[config.mk]
export PLATFORM = sky130hd
export DESIGN_NAME = tow_match_scorer
export DESIGN_NICKNAME = d
export VERILOG_FILES = /design/src/rtl/tow_match_scorer.sv
export SDC_FILE = /design/constraint.sdc
export NUM_CORES = 1
export LEC_CHECK = 0
export CORE_MARGIN = 4
export CORE_UTILIZATION = 54
export DETAILED_ROUTE_END_ITERATION = 8
export PLACE_DENSITY = 0.79
export SYNTH_ARGS = -nofsm -noshare
export SYNTH_HDL_FRONTEND = slang
export SYNTH_SLANG_ARGS = --single-unit
[constraint.sdc]
create_clock -name clk -period 2.7 [get_ports clk]
set_input_delay 0.27 -clock clk [delete_from_list [all_inputs] [get_ports clk]]
set_output_delay 0.27 -clock clk [all_outputs]
set_load 0.02 [all_outputs]
[src/rtl/tow_match_scorer.sv]
// Tug-of-war rope-light scorer with best-of match tracking, round hold and
// match-winner flash. All outputs come straight from registers.
module tow_match_scorer #(
  parameter int N_LEDS        = 7,
  parameter int ROUNDS_TO_WIN = 3,
  parameter int HOLD_CYCLES   = 256,
  parameter int FLASH_CYCLES  = 128
) (
  input  logic                                 clk,
  input  logic                                 rst,
  input  logic                                 winrnd,
  input  logic                                 right,
  input  logic                                 tie,
  input  logic                                 leds_on,
  input  logic                                 penalty_en,
  output logic [N_LEDS-1:0]                    score,
  output logic [$clog2(ROUNDS_TO_WIN+1)-1:0]   left_rounds,
  output logic [$clog2(ROUNDS_TO_WIN+1)-1:0]   right_rounds,
  output logic                                 round_over,
  output logic                                 match_over,
  output logic                                 match_winner,
  output logic [1:0]                           state_dbg
);

  localparam int PW   = $clog2(N_LEDS);
  localparam int RW   = $clog2(ROUNDS_TO_WIN + 1);
  localparam int MAXC = (HOLD_CYCLES > FLASH_CYCLES) ? HOLD_CYCLES : FLASH_CYCLES;
  localparam int CW   = $clog2(MAXC + 1);

  localparam logic [PW-1:0] CENTRE     = PW'((N_LEDS - 1) / 2);
  localparam logic [PW-1:0] LEFT_END   = PW'(N_LEDS - 1);
  localparam logic [CW-1:0] HOLD_LAST  = CW'(HOLD_CYCLES - 1);
  localparam logic [CW-1:0] FLASH_LAST = CW'(FLASH_CYCLES - 1);
  localparam logic [RW-1:0] R_WIN      = RW'(ROUNDS_TO_WIN);
  localparam logic [N_LEDS-1:0] ONE    = N_LEDS'(1);

  typedef enum logic [1:0] {
    S_PLAY       = 2'd0,
    S_ROUND_WON  = 2'd1,
    S_MATCH_OVER = 2'd2
  } state_t;

  state_t          state, state_n;
  logic [PW-1:0]   pos, pos_n;
  logic [CW-1:0]   cnt, cnt_n;
  logic            phase, phase_n;
  logic [RW-1:0]   lr_n, rr_n;
  logic            ro_n, winner_n;
  logic            step_up, step_dn;
  logic [N_LEDS-1:0] score_n;

  assign state_dbg = state;

  // winrnd is a one-cycle strobe; right/tie/leds_on/penalty_en only matter
  // in the cycle it is high. There is no back-pressure.
  always_comb begin
    state_n  = state;
    pos_n    = pos;
    cnt_n    = cnt;
    phase_n  = phase;
    lr_n     = left_rounds;
    rr_n     = right_rounds;
    ro_n     = 1'b0;
    winner_n = match_winner;
    step_up  = 1'b0;
    step_dn  = 1'b0;

    case (state)
      S_PLAY: begin
        if (winrnd && !tie) begin
          if (leds_on) begin
            step_dn = right;
            step_up = !right;
          end else if (penalty_en) begin
            // False start: the pusher loses ground instead of gaining it.
            step_up = right;
            step_dn = !right;
          end
        end
        if (step_up)      pos_n = pos + PW'(1);
        else if (step_dn) pos_n = pos - PW'(1);

        if (step_dn && pos_n == '0) begin
          rr_n    = right_rounds + RW'(1);
          ro_n    = 1'b1;
          cnt_n   = '0;
          phase_n = 1'b0;
          if (rr_n == R_WIN) begin
            state_n  = S_MATCH_OVER;
            winner_n = 1'b1;
          end else begin
            state_n  = S_ROUND_WON;
          end
        end else if (step_up && pos_n == LEFT_END) begin
          lr_n    = left_rounds + RW'(1);
          ro_n    = 1'b1;
          cnt_n   = '0;
          phase_n = 1'b0;
          if (lr_n == R_WIN) begin
            state_n  = S_MATCH_OVER;
            winner_n = 1'b0;
          end else begin
            state_n  = S_ROUND_WON;
          end
        end
      end
      S_ROUND_WON: begin
        if (cnt == HOLD_LAST) begin
          state_n = S_PLAY;
          pos_n   = CENTRE;
          cnt_n   = '0;
        end else begin
          cnt_n   = cnt + CW'(1);
        end
      end
      S_MATCH_OVER: begin
        if (cnt == FLASH_LAST) begin
          phase_n = ~phase;
          cnt_n   = '0;
        end else begin
          cnt_n   = cnt + CW'(1);
        end
      end
      default: state_n = S_PLAY;
    endcase

    // The end LED stays in pos during the hold and the flash, so one-hot(pos)
    // covers every case except the all-on flash phase.
    if (state_n == S_MATCH_OVER && phase_n) score_n = '1;
    else                                    score_n = ONE << pos_n;
  end

  always_ff @(posedge clk) begin
    if (rst) begin
      state        <= S_PLAY;
      pos          <= CENTRE;
      cnt          <= '0;
      phase        <= 1'b0;
      left_rounds  <= '0;
      right_rounds <= '0;
      round_over   <= 1'b0;
      match_over   <= 1'b0;
      match_winner <= 1'b0;
      score        <= ONE << CENTRE;
    end else begin
      state        <= state_n;
      pos          <= pos_n;
      cnt          <= cnt_n;
      phase        <= phase_n;
      left_rounds  <= lr_n;
      right_rounds <= rr_n;
      round_over   <= ro_n;
      match_over   <= (state_n == S_MATCH_OVER);
      match_winner <= winner_n;
      score        <= score_n;
    end
  end

endmodule

==> flow_metrics.env <==
export IMPL_numCtsBuffers=5
export IMPL_outcome="complete, no violations"
export IMPL_post_cts_buffers=0
export IMPL_cp_start_kind="flop"
export IMPL_antenna_found_initial=0
export IMPL_worstPathBufferInverterCount=2
export IMPL_drt_iter0_drc=65
export IMPL_grt_util_met2=0.388
export IMPL_core_um2=3030
export IMPL_synth_seq_cells=29
export IMPL_first_pass_iters=4
export IMPL_rrSetupSlack_ns=0.21
export IMPL_layout_drive_gt1_share=0.145
export IMPL_ys_seq_area_frac=0.344
export IMPL_cts_tree="built"
export IMPL_grt_use_total=0.210
export IMPL_leakagePower_nw=0.852
export IMPL_htree_levels=2
export IMPL_n_antenna_cell=0
export IMPL_clk_pin_slew_ns=0.10
export IMPL_die_w_um=63.9
export IMPL_hold_path_startpoint="cnt[0]"
export IMPL_synthFlopType="dfxtp_1"
export IMPL_drc=0
export IMPL_vias_per_cell=5.77
export IMPL_crit_type="flop to flop"
export IMPL_intPower_w=0.000750
export IMPL_peakVddDrop_uv=352
export IMPL_cp_top_family="simple AND/OR/NAND/NOR gates"
export IMPL_worstReg2RegEnd="cnt[0]"
export IMPL_post_dp_cell_area_um2=2080
export IMPL_busiest_layer="met2"
export IMPL_slew_violations=0
export IMPL_die_y_um=63.9
export IMPL_crit_fanout=9
export IMPL_mostFrequentLayoutCell="dfxtp_1"
export IMPL_grt_use_met3=0.0527
export IMPL_cts_num_sinks=29
export IMPL_grt_first_pass_wirelength_mm=6.69
export IMPL_period_minus_slack_ns=2.49
export IMPL_placementRows=20
export IMPL_ys_warn_count=0
export IMPL_syn_area_um2=1690
export IMPL_clkPwrFrac=0.368
export IMPL_tightest_slew_ns=0.685
export IMPL_gr_usage_met1=0.209
export IMPL_cts_path_max_buffers=2
export IMPL_hp_class="flop to flop"
export IMPL_netlist_instances=190
export IMPL_final_cell_mix="dfxtp_1, clkdlybuf4s50_1, nor2_1, buf_4, inv_1"
export IMPL_cts_root_buffer="clkbuf_4"
export IMPL_grt_max_degree=13
export IMPL_fmax_mhz=402
export IMPL_endpoint_kind="flop"
export IMPL_synth_avg_cell_area_um2=8.87
export IMPL_clk_latency_ns=0.33
export IMPL_wl_mm=4.05
export IMPL_final_area_um2=2170
export IMPL_finalWeightedCongestion=0.828
export IMPL_vias=1604
export IMPL_rsz0062_at_grt="false"
export IMPL_required_ns=2.96
export IMPL_syn2layout_area_growth_pct=28.6
export IMPL_cp_data_arrival_time_ns=2.75
export IMPL_start_util=0.557
export IMPL_synth_nets=208
export IMPL_holdPathEnd="cnt[0]"
export IMPL_dpl_hpwl_mm=3.11
export IMPL_sw_frac_of_total=0.260
export IMPL_dieArea_um2=4080
export IMPL_grt_pass1_vias=1585
export IMPL_hold_path_depth=2
export IMPL_hold_violations=0
export IMPL_fin_nets=251
export IMPL_io_pins=23
export IMPL_portBuffers=22
export IMPL_power_switching_w=0.000264
export IMPL_slowest_delay_ns=0.42
export IMPL_drv_cap=0
export IMPL_r2r_start="pos[0]"
export IMPL_p_seq_frac=0.448
export IMPL_power_density_nw_per_um2=468
export IMPL_combPwrFrac=0.184
export IMPL_setup_tns_ns=0
export IMPL_antenna_left=0
export IMPL_synth_edff_count=0
export IMPL_setup_viol=0
export IMPL_cp_cell_sequence="inv_1 > ha_1 > nand4b_1 > a21o_1 > nor4_4 > o32ai_2 > buf_4 > or3_1 > a21oi_1"
export IMPL_routedWlPerCell_um=14.6
export IMPL_synthArstFlopShare=0
export IMPL_cts_hold_buf=0
export IMPL_crit_path_top_delay_cell="dfxtp_1"
export IMPL_period_share=0.922
export IMPL_slew_headroom=0.539
export IMPL_fin_skew_ns=0.00953
export IMPL_reg2regPathDepth=9
export IMPL_finalPower_w=0.00101
export IMPL_overflow=0
export IMPL_synth_cell_type_count=50
cells by family after synthesis:
kind of cell | synth area share
adders and majority gates | 0.0817
AOI/OAI and AO/OA | 0.254
and+or+nand+nor | 0.239
buffers and inverters | 0.0431
xor gates and xnor gates | 0.0260
DFF | 0.344
muxes | 0.0119
routing by layer:
layer  share of wire  wire length [um]
met1            0.41              1660
met3           0.038               153
met5               0                 0
met2            0.53              2130
met4           0.027               108
state kept, by name, summed over array words and instances (netlist names), 2 cells and up:
register and count:
left_rounds 2, right_rounds 2, cnt 9, score 7, pos 3, state_dbg 2
synth_stat cells, types with 2 or more instances:
cell	number	area, um^2
a211oi_1	4	30.0
a21o_1	2	15.0
a21oi_1	9	45.0
a32o_1	2	20.0
and2_1	4	25.0
and3_1	3	18.8
clkbuf_1	3	11.3
dfxtp_1	29	581
ha_1	11	138
inv_1	15	56.3
mux2i_1	2	20.0
nand2_1	8	30.0
nand2b_1	3	18.8
nand3_1	5	25.0
nand3b_1	4	30.0
nand4_1	2	12.5
nor2_1	19	71.3
nor2b_1	3	18.8
nor3_1	5	25.0
nor3b_1	2	15.0
nor4_1	3	18.8
o21a_1	3	22.5
o21ai_0	10	50.1
o21bai_1	2	15.0
o31ai_1	3	22.5
o32ai_1	4	35.0
or3_1	2	12.5
or4_1	3	22.5
xnor2_1	3	26.3
xor2_1	2	17.5
power by group through the flow:
stage / clock network, W / registers (W) / logic, W
after global routing: 0.000405 / 0.000456 / 0.000202
after global placement: 0 / 0.000463 / 0.000179
after detailed placement: 0 / 0.000464 / 0.000185
after CTS: 0.000386 / 0.000454 / 0.000186
final: 0.000373 / 0.000454 / 0.000187
after floorplan: 0 / 0.000475 / 0.0000999
worst reg2reg max path: stages (launching register included):
cell and delay (ns):
dfxtp_1 0.42, inv_1 0.07, ha_1 0.31, nand4b_1 0.14
a21o_1 0.22, nor4_4 0.38, o32ai_2 0.19, buf_4 0.20
or3_1 0.34, a21oi_1 0.14
what timing repair did:
item | 4_1_cts | 5_1_grt
endpoints found under the setup margin | 0 | 2
hold endpoints to repair | 0 | 0
resized for setup | 0 | 1
final cells by class:
cell class	count	area, um^2
fillers	242	861
clock buffers	7	55.1
repair buffers	40	355
clock inverters	1	30.0
multi-input cells	142	1030
well taps	44	55.1
inverters	15	56.3
flip-flops and latches	29	581
metrics by stage:
step                setup slack (ns)  std cells  hold WS, ns  utilization
floorplan                      0.363        190        0.453            -
global placement              0.0633        270        0.465        0.687
detailed placement            0.0169        270        0.483        0.687
CTS                            0.174        278        0.495        0.715
global route                  0.0175        278        0.530        0.716
finish                         0.210        278        0.496        0.716
worst max path at each step:
| stage | to | cells past startpoint | slack, ns | startpoint |
|---|---|---|---|---|
| after floorplan | cnt[7] | 8 | 0.36 | pos[0] |
| after global placement | score[2] | 9 | 0.06 | right |
| after detailed placement | cnt[0] | 8 | 0.02 | penalty_en |
| after CTS | score[4] | 10 | 0.17 | cnt[0] |
| after global routing | cnt[0] | 9 | 0.02 | pos[0] |
| final | cnt[0] | 9 | 0.21 | pos[0] |
Note: power is estimated with default switching activity, not from simulation.
==> patch (same settings) <==
`ROUNDS_TO_WIN`: 3 -> 6.
--- a/src/rtl/tow_match_scorer.sv
+++ b/src/rtl/tow_match_scorer.sv
@@ -4,3 +4,3 @@
   parameter int N_LEDS        = 7,
-  parameter int ROUNDS_TO_WIN = 3,
+  parameter int ROUNDS_TO_WIN = 6,
   parameter int HOLD_CYCLES   = 256,
Ports: changed (resized left_rounds and right_rounds); port bits go from 23 to 25. The function was not compared with the original's and may differ.
==> patch against the unedited design <==
Final area up 9.4%; routed wire length increased by 11%; global-route usage grew 0.46 points; first-iteration DRC count grew 130%; sequential power increased by 6.6%; sequential cell count increased by 2; worst setup slack better by 0.016 ns; combinational power increased by 17%; power fell by 3.2%; synthesized area increased by 17%; critical path type unchanged; critical endpoint is now score[5]$_SDFF_PP0_; highest routed layer unchanged.
==> patch: results <==
{
  "synth_cell_types": 58,
  "track_usage_pct": 21.5,
  "antenna_found_initial": 0,
  "io_buffers": 24,
  "async_flop_share_pct": 0,
  "cts_root_buf": "clkbuf_4",
  "synthTopCellsByArea": "dfxtp_1, ha_1, nor2_1, a21oi_1, o21ai_0",
  "htree_levels": 2,
  "power.leakage_uw": 0.000917,
  "gp_congestion": 0.772,
  "yosys_warnings": 0,
  "grt_pass1_vias": 1602,
  "dp_slack_ns": 0.0122,
  "drt-initial-drc-count": 151,
  "fillers": 264,
  "syn-num-nets": 242,
  "antenna_cells": 0,
  "rrSetupSlack_ns": 0.23,
  "finalCriticalPeriod_ns": 2.47,
  "drive_gt1_share_pct": 18.1,
  "holdCritPathClass": "reg2reg",
  "r2r-end": "score[5]$_SDFF_PP0_",
  "post_cts_resized": 0,
  "setup-tns-final_ns": 0,
  "path_delay_family": "simple AND/OR/NAND/NOR gates",
  "worst_slew_pin_slew_ns": 0.554,
  "ir_drop_uv": 344,
  "whs_ns": 0.482,
  "top_regs": "cnt x9, score x7",
  "synth_common_cells": "dfxtp_1, nor2_1, inv_1",
  "synthFlopType": "dfxtp_1",
  "rr_worst_depth": 12,
  "post_cts_buffers": 0,
  "finalClockSkew_ns": 0.00658,
  "worst_ep_arrival_time_ns": 2.72,
  "via_per_inst": 5.66,
  "slowest_stage": "dfxtp_1",
  "routed_wl_um": 4500,
  "seq_area_frac_synth_pct": 31.5,
  "min_from": "cnt[1]$_SDFFE_PP0P_",
  "status": "finished, final reports clean",
  "critical_path.max_stage_delay_ns": 0.38,
  "hpwl_um": 3340,
  "holdPathEnd": "cnt[1]$_SDFFE_PP0P_",
  "whs_path_depth": 2,
  "clock_latency_ns": 0.35,
  "drt_pass1_iterations": 4,
  "final_nets": 279,
  "path_clk_slew_ns": 0.11,
  "grt_pass1_wl_um": 7470,
  "cp-startpoint": "cnt[0]$_SDFFE_PP0P_",
  "grt_max_degree": 16
}
-- patch: changes by cell type in the layout (fill, tap and decap cells not counted), sizes merged, moves of 4 or more --
| cell | change |
|---|---|
| o21ai | +5 |
| nand4b | +4 |
| nor2 | +4 |
| mux2 | +4 |
| buf | -5 |
| nand2 | +4 |
| a21oi | +6 |
| nor4 | -4 |
| xor2 | +4 |
-- patch: final cells by class --
type                       instances  area [um^2]  share of cell area, %
clock inverter                     2         12.5                  0.528
tap                               46         57.6                   2.43
inverter                          16         60.1                   2.53
multi-input combinational        168         1240                   52.3
timing repair buffer              37          338                   14.2
clock buffer                       6         41.3                   1.74
sequential                        31          621                   26.2
-- patch: through the flow --
step           cells  power (uW)  util (%)  cell area [um^2]
2_1_floorplan    222         642         -              1970
3_3_place_gp     298         707      67.7              2310
3_5_place_dp     298         711      67.7              2310
4_1_cts          306         978      69.2              2360
5_1_grt          306        1030      69.4              2370
6_report         306         982      69.4              2370
-- patch: where the power goes --
part / internal, uW / switching, uW / total (uW)
Clock: 100 / 179 / 279
Sequential: 472 / 11.6 / 484
Combinational: 103 / 116 / 219
-- patch: layer usage --
layer / wire length (um) / part of all wire (%) / vias to the layer above / global-route usage [%]
li1: - / - / 883 / -
met2: 2150 / 48 / 33 / 34.5
met1: 2100 / 47 / 811 / 27.8
met4: 69 / 1.5 / 0 / 7.44
met5: 0 / 0 / - / 0
met3: 184 / 4.1 / 6 / 5.25
-- patch: logic make-up after synthesis --
| kind of cell | Yosys count | share of synthesized area (%) |
|---|---|---|
| AOI/OAI and AO/OA | 64 | 24.3 |
| muxes | 5 | 2.99 |
| xor gates and xnor gates | 10 | 4.45 |
| DFF | 31 | 31.5 |
| adders and majority gates | 13 | 8.26 |
| and+or+nand+nor | 76 | 22.8 |
| buffers and inverters | 23 | 5.72 |
